### src/rtl/key_spi_pkg.sv
// key_spi_pkg: shared defaults and state encoding for the keypad-to-SPI scheduler.
//   DEF_DATA_W / DEF_DEPTH / DEF_CS_SETUP / DEF_CS_HOLD : default parameter values
//   ST_IDLE..ST_HOLD : 3-bit state encodings, wrapped by state_e
package key_spi_pkg;

    localparam int unsigned DEF_DATA_W   = 8;
    localparam int unsigned DEF_DEPTH    = 4;
    localparam int unsigned DEF_CS_SETUP = 2;
    localparam int unsigned DEF_CS_HOLD  = 2;

    localparam logic [2:0] ST_IDLE  = 3'd0;
    localparam logic [2:0] ST_SETUP = 3'd1;
    localparam logic [2:0] ST_START = 3'd2;
    localparam logic [2:0] ST_XFER  = 3'd3;
    localparam logic [2:0] ST_HOLD  = 3'd4;

    typedef enum logic [2:0] {
        IDLE  = ST_IDLE,
        SETUP = ST_SETUP,
        START = ST_START,
        XFER  = ST_XFER,
        HOLD  = ST_HOLD
    } state_e;

endpackage

### src/rtl/key_spi_fifo.sv
// key_spi_fifo: synchronous FIFO for key codes.
//   clk, rst        : clock, synchronous active-high reset (flushes pointers)
//   push, push_data : write request and data
//   pop             : read request; head is the current head entry
//   full, empty     : registered status, updated on the same edge as the pointers
module key_spi_fifo #(
    parameter int unsigned DATA_W = 8,
    parameter int unsigned DEPTH  = 4
) (
    input  logic              clk,
    input  logic              rst,
    input  logic              push,
    input  logic [DATA_W-1:0] push_data,
    input  logic              pop,
    output logic [DATA_W-1:0] head,
    output logic              full,
    output logic              empty
);

    localparam int unsigned AW = $clog2(DEPTH);

    logic [DATA_W-1:0] mem_q [DEPTH];
    logic [AW:0]       wr_ptr_q, wr_ptr_d;
    logic [AW:0]       rd_ptr_q, rd_ptr_d;
    logic              full_q, full_d;
    logic              empty_q, empty_d;
    logic              do_push_c, do_pop_c;

    // A pop on a full FIFO frees a slot, so a simultaneous push is accepted.
    always_comb begin
        do_pop_c  = pop && !empty_q;
        do_push_c = push && (!full_q || do_pop_c);
        wr_ptr_d  = wr_ptr_q + (AW+1)'(do_push_c);
        rd_ptr_d  = rd_ptr_q + (AW+1)'(do_pop_c);
        empty_d   = (wr_ptr_d == rd_ptr_d);
        full_d    = (wr_ptr_d[AW] != rd_ptr_d[AW]) &&
                    (wr_ptr_d[AW-1:0] == rd_ptr_d[AW-1:0]);
    end

    // Pointer and status registers.
    always_ff @(posedge clk) begin
        if (rst) begin
            wr_ptr_q <= '0;
            rd_ptr_q <= '0;
            full_q   <= 1'b0;
            empty_q  <= 1'b1;
        end else begin
            wr_ptr_q <= wr_ptr_d;
            rd_ptr_q <= rd_ptr_d;
            full_q   <= full_d;
            empty_q  <= empty_d;
        end
    end

    // Storage needs no reset; only entries between the pointers are ever read.
    always_ff @(posedge clk) begin
        if (do_push_c) begin
            mem_q[wr_ptr_q[AW-1:0]] <= push_data;
        end
    end

    assign head  = mem_q[rd_ptr_q[AW-1:0]];
    assign full  = full_q;
    assign empty = empty_q;

endmodule

### src/rtl/key_spi_sched.sv
// key_spi_sched: queues key codes and sequences one SPI transaction per code
// (chip-select setup, start pulse, wait for done, chip-select hold, idle gap).
//   clk, rst              : clock, synchronous active-high reset
//   key_valid, key_data   : one-cycle push of a key code
//   spi_start, spi_data   : start pulse and word to the SPI master
//   spi_busy, spi_done    : SPI master status
//   cs_n                  : slave chip select, active low
//   fifo_full, fifo_empty : FIFO status
//   ovf_cnt               : saturating dropped-code counter, only with KEY_SPI_OVF_CNT_EN
module key_spi_sched
    import key_spi_pkg::*;
#(
    parameter int unsigned DATA_W   = DEF_DATA_W,
    parameter int unsigned DEPTH    = DEF_DEPTH,
    parameter int unsigned CS_SETUP = DEF_CS_SETUP,
    parameter int unsigned CS_HOLD  = DEF_CS_HOLD
) (
    input  logic              clk,
    input  logic              rst,
    input  logic              key_valid,
    input  logic [DATA_W-1:0] key_data,
    output logic              spi_start,
    output logic [DATA_W-1:0] spi_data,
    input  logic              spi_busy,
    input  logic              spi_done,
    output logic              cs_n,
`ifdef KEY_SPI_OVF_CNT_EN
    output logic [7:0]        ovf_cnt,
`endif
    output logic              fifo_full,
    output logic              fifo_empty
);

    localparam int unsigned CNT_MAX = (CS_SETUP > CS_HOLD) ? CS_SETUP : CS_HOLD;
    localparam int unsigned CNT_W   = $clog2(CNT_MAX) + 1;

    state_e            state_q, state_d;
    logic [CNT_W-1:0]  cnt_q, cnt_d;
    logic              cs_n_q, cs_n_d;
    logic              spi_start_q, spi_start_d;
    logic [DATA_W-1:0] spi_data_q, spi_data_d;
    logic              pop_c;
    logic [DATA_W-1:0] head;

    key_spi_fifo #(
        .DATA_W (DATA_W),
        .DEPTH  (DEPTH)
    ) u_fifo (
        .clk       (clk),
        .rst       (rst),
        .push      (key_valid),
        .push_data (key_data),
        .pop       (pop_c),
        .head      (head),
        .full      (fifo_full),
        .empty     (fifo_empty)
    );

    // Next-state and registered-output logic. The counter holds remaining-1,
    // so a phase of N cycles ends when it reads zero.
    always_comb begin
        state_d     = state_q;
        cnt_d       = cnt_q;
        cs_n_d      = cs_n_q;
        spi_start_d = 1'b0;
        spi_data_d  = spi_data_q;
        pop_c       = 1'b0;
        case (state_q)
            IDLE: begin
                if (!fifo_empty && !spi_busy) begin
                    pop_c      = 1'b1;
                    spi_data_d = head;
                    cs_n_d     = 1'b0;
                    cnt_d      = CNT_W'(CS_SETUP - 1);
                    state_d    = SETUP;
                end
            end
            SETUP: begin
                if (cnt_q == '0) begin
                    spi_start_d = 1'b1;
                    state_d     = START;
                end else begin
                    cnt_d = cnt_q - CNT_W'(1);
                end
            end
            START: begin
                state_d = XFER;
            end
            XFER: begin
                if (spi_done) begin
                    cnt_d   = CNT_W'(CS_HOLD - 1);
                    state_d = HOLD;
                end
            end
            HOLD: begin
                if (cnt_q == '0) begin
                    cs_n_d  = 1'b1;
                    state_d = IDLE;
                end else begin
                    cnt_d = cnt_q - CNT_W'(1);
                end
            end
            default: begin
                cs_n_d  = 1'b1;
                state_d = IDLE;
            end
        endcase
    end

    // FSM and output registers.
    always_ff @(posedge clk) begin
        if (rst) begin
            state_q     <= IDLE;
            cnt_q       <= '0;
            cs_n_q      <= 1'b1;
            spi_start_q <= 1'b0;
            spi_data_q  <= '0;
        end else begin
            state_q     <= state_d;
            cnt_q       <= cnt_d;
            cs_n_q      <= cs_n_d;
            spi_start_q <= spi_start_d;
            spi_data_q  <= spi_data_d;
        end
    end

    assign cs_n      = cs_n_q;
    assign spi_start = spi_start_q;
    assign spi_data  = spi_data_q;

`ifdef KEY_SPI_OVF_CNT_EN
    logic [7:0] ovf_cnt_q, ovf_cnt_d;

    // A push is dropped only when full and not relieved by a same-cycle pop.
    always_comb begin
        ovf_cnt_d = ovf_cnt_q;
        if (key_valid && fifo_full && !pop_c && (ovf_cnt_q != 8'hFF)) begin
            ovf_cnt_d = ovf_cnt_q + 8'd1;
        end
    end

    always_ff @(posedge clk) begin
        if (rst) begin
            ovf_cnt_q <= 8'd0;
        end else begin
            ovf_cnt_q <= ovf_cnt_d;
        end
    end

    assign ovf_cnt = ovf_cnt_q;
`endif

endmodule
### config.mk
export PLATFORM = sky130hd
export DESIGN_NAME = key_spi_sched
export DESIGN_NICKNAME = d
export VERILOG_FILES = /design/src/rtl/key_spi_pkg.sv /design/src/rtl/key_spi_fifo.sv /design/src/rtl/key_spi_sched.sv
export SDC_FILE = /design/constraint.sdc
export NUM_CORES = 1
export LEC_CHECK = 0
export BUFFER_PORTS_ARGS = -buffer_cell sky130_fd_sc_hd__buf_2
export CAP_MARGIN = 20
export CORE_MARGIN = 3
export CORE_UTILIZATION = 56
export CTS_CLUSTER_SIZE = 25
export DETAILED_ROUTE_END_ITERATION = 10
export PLACE_DENSITY = 0.86
export SETUP_SLACK_MARGIN = 0.5
export SYNTH_ARGS = -nofsm -noshare
export SYNTH_HDL_FRONTEND = slang
export SYNTH_SLANG_ARGS = --single-unit
### constraint.sdc
create_clock -name clk -period 2.4 [get_ports clk]
set_input_delay 0.12 -clock clk [delete_from_list [all_inputs] [get_ports clk]]
set_output_delay 0.12 -clock clk [all_outputs]
set_load 0.005 [all_outputs]
---- Yosys cells after proc, flatten, opt, wreduce, memory -nomap -nowiden ----
Memories as Yosys holds them, arrays and structs flattened. A register that Yosys moved wholly into a read port is not among the register bits.
Index checks and enable logic that the tools add are counted.
storage, ports and cells
  bits in registers ....................... 15
  memory bits (writable) .................. 32
  input port bits ......................... 13
  output and inout bits ................... 12
  memories kept ........................... 1
memories
  name          depth  bits a word  read ports  clocked after memory_dff  write ports  line                source
  u_fifo.mem_q  4      8            1           1                         1            key_spi_fifo.sv:22  logic [DATA_W-1:0] mem_q [DEPTH];
operators by class
  add/subtract/negate cells ............... 3
  equality and inequality tests ........... 12
  muxes and demuxes ....................... 17
  bitwise operators ....................... 2
  reductions and logical operators ........ 18
operators by type and width
  cell                                                 number
  case mux 3 bit (5 select lines)                      1
  2-to-1 mux 3 bit                                     4
  inequality test 2 bit, second input constant         5
  AND reduction 4 bit                                  2
  2-to-1 mux 1 bit                                     7
  adder 3 x 1 -> 3 bit                                 2
  equality test 3 x 2 -> 1 bit, second input constant  2
  2-to-1 mux 2 bit                                     3
  case mux 2 bit (3 select lines)                      1
  logical AND 1 bit                                    4
  OR reduction 2 bit                                   2
  equality test 3 x 1 -> 1 bit, second input constant  1
  equality test 3 bit                                  1
  equality test 3 bit, second input constant           1
  zero test 1 bit                                      3
  zero test 3 bit                                      1
  case mux 1 bit (3 select lines)                      1
  AND reduction 3 bit                                  1
  nonzero test 3 bit                                   1
  OR reduction 3 bit                                   1
  equality test 2 bit                                  1
  zero test 2 bit                                      1
  inverter 1 bit                                       2
  AND reduction 2 bit                                  1
  3 further kinds                                      3

---- Depth between registers and ports, before layout ----
  word-level depth ........................ 10
  gate-level depth with buffers ........... 12
  depth with buffers taken out ............ 11

---- Modules after synthesis ----
Synthesis repeated with hierarchy kept, for this count alone.
unflattened totals
  cells, all modules ...................... 149
  area total of the unflattened synthesis .. 2177.1 um^2
modules (own cells, without submodules)
  module         instances  cells an instance  area an instance (um^2)  sequential area each (um^2)
  key_spi_fifo   1          77                 1507.7                   1121.1
  key_spi_sched  1          72                 669.4                    300.3

---- Worst setup path after synthesis ----
No wires, ideal clock.
  path kind ............................... reg-to-reg
  start point ............................. reg state_q[0]
  end point ............................... mem u_fifo.mem_q[2][0] (enable)
  setup time .............................. 385 ps
  data arrival time ....................... 1739 ps
  required time ........................... 2015 ps
  slack ................................... 275 ps
  stages on the path, launching flop included .. 7
  buffers on the path ..................... 1
  cells stage by stage .................... dfxtp_1 -> buf_6 -> or2_4 -> nand3b_4 -> inv_6 -> o21ai_4 -> nor3b_1
between the ends
  longest elaborated chain between the ends .. 7
ends and longest elaborated chain
  item                                    line                  source
  from (decl)                             key_spi_sched.sv:37   state_e state_q, state_d;
  from (signal assigned)                  key_spi_sched.sv:119  state_q <= state_d;
  zero test 3 bit                         key_spi_sched.sv:68   case (state_q)
  2-to-1 mux 1 bit                        key_spi_sched.sv:68
  logical AND 1 bit                       key_spi_fifo.sv:31    do_pop_c = pop && !empty_q;
  logical OR 1 bit                        key_spi_fifo.sv:32    do_push_c = push && (!full_q || do_pop_c);
  logical AND 1 bit                       key_spi_fifo.sv:32
  2-to-1 mux 1 bit                        key_spi_fifo.sv:57    if (do_push_c) begin
  2-to-1 mux 1 bit (not written as such)  key_spi_fifo.sv:58    mem_q[wr_ptr_q[AW-1:0]] <= push_data;
  to (decl)                               key_spi_fifo.sv:22
No other way between the ends.

---- Worst setup path in the final report ----
  start point ............................. reg state_q[0]
  end point ............................... reg u_fifo.full_q, in the netlist u_fifo.full
RTL lines
  item                          line                 source
  zero test 3 bit               key_spi_sched.sv:68
  2-to-1 mux 1 bit              key_spi_sched.sv:68
  logical AND 1 bit             key_spi_fifo.sv:31
  adder 3 x 1 -> 3 bit          key_spi_fifo.sv:34   rd_ptr_d = rd_ptr_q + (AW+1)'(do_pop_c);
  named net u_fifo.rd_ptr_d[1]  key_spi_fifo.sv:24   logic [AW:0] rd_ptr_q, rd_ptr_d;
  equality test 2 bit           key_spi_fifo.sv:37   (wr_ptr_d[AW-1:0] == rd_ptr_d[AW-1:0]);
  logical AND 1 bit             key_spi_fifo.sv:36   full_d = (wr_ptr_d[AW] != rd_ptr_d[AW]) &&
  to (signal assigned)          key_spi_fifo.sv:50   full_q <= full_d;
  to (decl)                     key_spi_fifo.sv:25   logic full_q, full_d;
The timed path passes the listed nets, and every way through them passes these cells.
A chain may end at the register's enable or synchronous reset.

==> metrics.md <==
| Metric | Value |
|---|---|
| Placer's final routability congestion estimate | 0.785 |
| Fraction of the cycle the final worst path needs | between 70% and 80% |
| Max Buffers Root-to-Sink | 2 |
| Area of the multi-input gates | 732 um^2 |
| Synth Instances | about 160 |
| Worst-path clk slew | 0.09 ns |
| CTS tree | built |
| Antenna Nets Post-Route | 0 |
| Area leader, netlist | edfxtp_1 |
| #FFs+latches synth | 55 |
| Final min period | 1.85 ns |
| LEAKAGE | around 0.94 nW |
| Comb pwr share | between 20% and 30% |
| Power Density | 875 mW/mm^2 |
| Top FF cell, synth | edfxtp_1 |
| Max cap viols | 0 |
| H-tree Lvls | 2 |
| Switch Pwr | 0.598 mW |
| Pin count of the biggest net entering global routing | 21 |
| Netlist cell types | 36 |
| Sequence of cells on the critical path | or2_4 -> nand3b_4 -> inv_6 -> ha_1 -> ha_2 -> xor2_1 -> nor4_1 |
| Max IR drop VDD | between 500 and 600 uV |
| I/O pins | 25 |
| Top cells by count, synth | edfxtp_1, nand2_1, dfxtp_1 |
| Initial antenna violation count | 0 |
| Worst skew pair latency | between 0.3 and 0.4 ns |
| Drt drc | 0 |
| Sequential Power Share | 51.3% |
| Wirelength per Cell | between 15 and 20 um |
| Synthesized cell area | between 0.002 and 0.0025 mm^2 |
| CP Class | register to register |
| Chip height | 68.3 um |
| Total power | 2.24 mW |
| Ranking of synthesized cells by area | edfxtp_1, dfxtp_1, mux4_2, nand2_1, ha_1 |
| Layout cells sized above 1 | 35.3% |
| Slew Viols, Final | 0 |
| CTS buffer count | 5 |
| WP data required | 2.60 ns |
| Achievable Freq | 541 MHz |
| First-pass GRT wire length | 5810 um |
| Final hold violation count | 0 |
| Setup TNS | 0 ns |
| Vias in the first global route | 1,238 |
| Number of hold buffers added after CTS | 0 |
| Count leader, synth | edfxtp_1 |
| Worst Hold Class | input port to register |
| Nets | 207 |
| P_int | approximately 1.6 mW |
| Critical Path Fanout Max | 4 |
| Final hold slack | about 0.026 ns |
| Die area | 0.00466 mm^2 |
| Worst path slowest cell | dfxtp_4 |
| Buf/Inv on CP | 1 |
| Via Count | approximately 1,300 |
| Final WL | about 3600 um |
| Register area share after synthesis | about two thirds |
| GRT Total Usage | between 15 and 20% |
| Site Rows | 22 |
| Slew @ Worst Pin | 0.434 ns |
| Clock skew | 0.00725 ns |
| RSZ-0062 raised after global routing | yes |
| Finish-stage setup viols | 0 |
| Count of warnings emitted by yosys | 0 |
| Net Count, Synth | 173 |
| Synth top area share | 44.2% |
| Clock Sinks | 55 |
| Dpl hpwl | 2570 um |
| Critical Path Start Type | register |
| Slew HR | a little under three quarters |
| CTS root buffer | clkbuf_8 |
| Critical path's top delay family | simple AND/OR/NAND/NOR gates |
| Syn-to-layout area delta | 17.7% |
| Grt ovf | 0 |
| Clk pwr share | 24.3% |
| Peak per-stage delay on the critical path | 0.35 ns |
| Post-synth ARST share | 0% |
| Worst path arrival time | 2.05 ns |
| Crit end category | register |
| Number of flops mapped to enable cells by yosys | 32 |
| N_diodes | 0 |
| Fillers | between 200 and 250 |
| Initial DRC count | 51 |
| IO Port Bufs | 24 |
| Core area | 0.00369 mm^2 |
| Avg Cell Area, Syn | between 10 and 15 um^2 |
| Register area | 0.00143 mm^2 |
| Starting Density | between 50 and 60% |
| Die Width | 68.3 um |
| Outcome | complete, no violations |
| Via/cell ratio | 5.39 |
| Switching Share | a little over a quarter |
| DRT Pass-1 Iters | 4 |
[layout make-up]
cell class	count	area share [%]
Inverter	8	1.37
Timing Repair Buffer	34	7.63
Sequential cell	55	55.9
Tap cell	48	2.35
Clock buffer	7	3.82
Clock inverter	1	0.294
Multi-Input combinational cell	85	28.6
[worst paths after layout]
path | start | endpoint | slack [ns] | cells past startpoint
setup / recovery | state_q[0] | u_fifo.full | 0.55 | 7
hold / removal | key_data[7] | u_fifo.mem_q[2][7] | 0.03 | 1
setup reg to reg | state_q[0] | u_fifo.full | 0.55 | 7
hold reg to reg | spi_data[3] | spi_data[3] | 0.47 | 2
[routing by layer]
layer	track usage (%)	share of wire, %	vias to the layer above
met5	0	0	-
met4	7.44	1.5	0
met3	4.93	4.3	7
met2	30.2	52	27
met1	20.8	42	620
li1	-	-	629
[power groups by stage]
stage / sequential [mW] / clock, mW / combinational [mW]
after global routing: 1.16 / 0.595 / 0.604
after floorplan: 1.15 / 0 / 0.398
after detailed placement: 1.18 / 0 / 0.490
after global placement: 1.17 / 0 / 0.464
final: 1.15 / 0.545 / 0.546
after CTS: 1.15 / 0.562 / 0.527
[cell usage in the layout (no fill, tap or decap), drive strengths merged]
cell type and n:
edfxtp 32, ha 5, nor4 1, xnor2 4, or2 1, o21ai 2, clkbuf 7, mux2i 1
mux2 1, a21oi 11, dfxtp 23, buf 34, a211oi 1, mux4 8, clkinvlp 1, xor2 2
or4 1, o41ai 1, inv 8, nand3b 2, o22ai 1, o211ai 2, a221o 1, and3 1
nor3b 3, nor2 6, nor3 2, nor2b 4, nand2 24
[sequential cells by signal, summed over array words and instances (netlist names)]
register and cells:
u_fifo.wr_ptr_q 3, u_fifo.full 1, spi_start 1, u_fifo.mem_q 32, state_q 3, cnt_q 2
cs_n 1, spi_data 8, u_fifo.rd_ptr_q 3, u_fifo.empty 1
[stage by stage]
step	cells	cell area [um^2]	setup slack [ns]	utilization (%)
floorplan	155	2220	0.508	-
global placement	224	2390	0.386	64.8
detailed placement	224	2390	0.264	64.8
CTS	236	2540	0.502	68.9
global route	238	2560	0.470	69.3
finish	238	2560	0.551	69.3
[logic make-up (layout without fill, tap and decap cells)]
logic type,after synthesis,in the layout,share of synthesized area [%]
and+or+nand+nor,45,45,11.0
adders and majority gates,5,5,2.88
AOI/OAI and AO/OA,19,19,5.70
buffers and inverters,15,50,3.34
muxes,10,10,9.27
xor gates and xnor gates,6,6,2.42
DFF,55,55,65.4
[repair_timing]
action                     in CTS  in global routing
hold endpoints to repair        0                  0
setup buffers                   4                  2
cloned                          0                  0
gates resized for setup         7                  0
pin swaps                       3                  1
setup endpoints to repair      11                  2
[worst reg2reg max path, delay by kind of cell (launching register included)]
kind          cells  cell delay, ns
fa+ha+maj         2            0.43
buf+inv           1            0.08
xor+xnor          1            0.17
flops             1            0.35
simple gates      3            0.70
No activity file was read; power rests on OpenSTA's default activity.
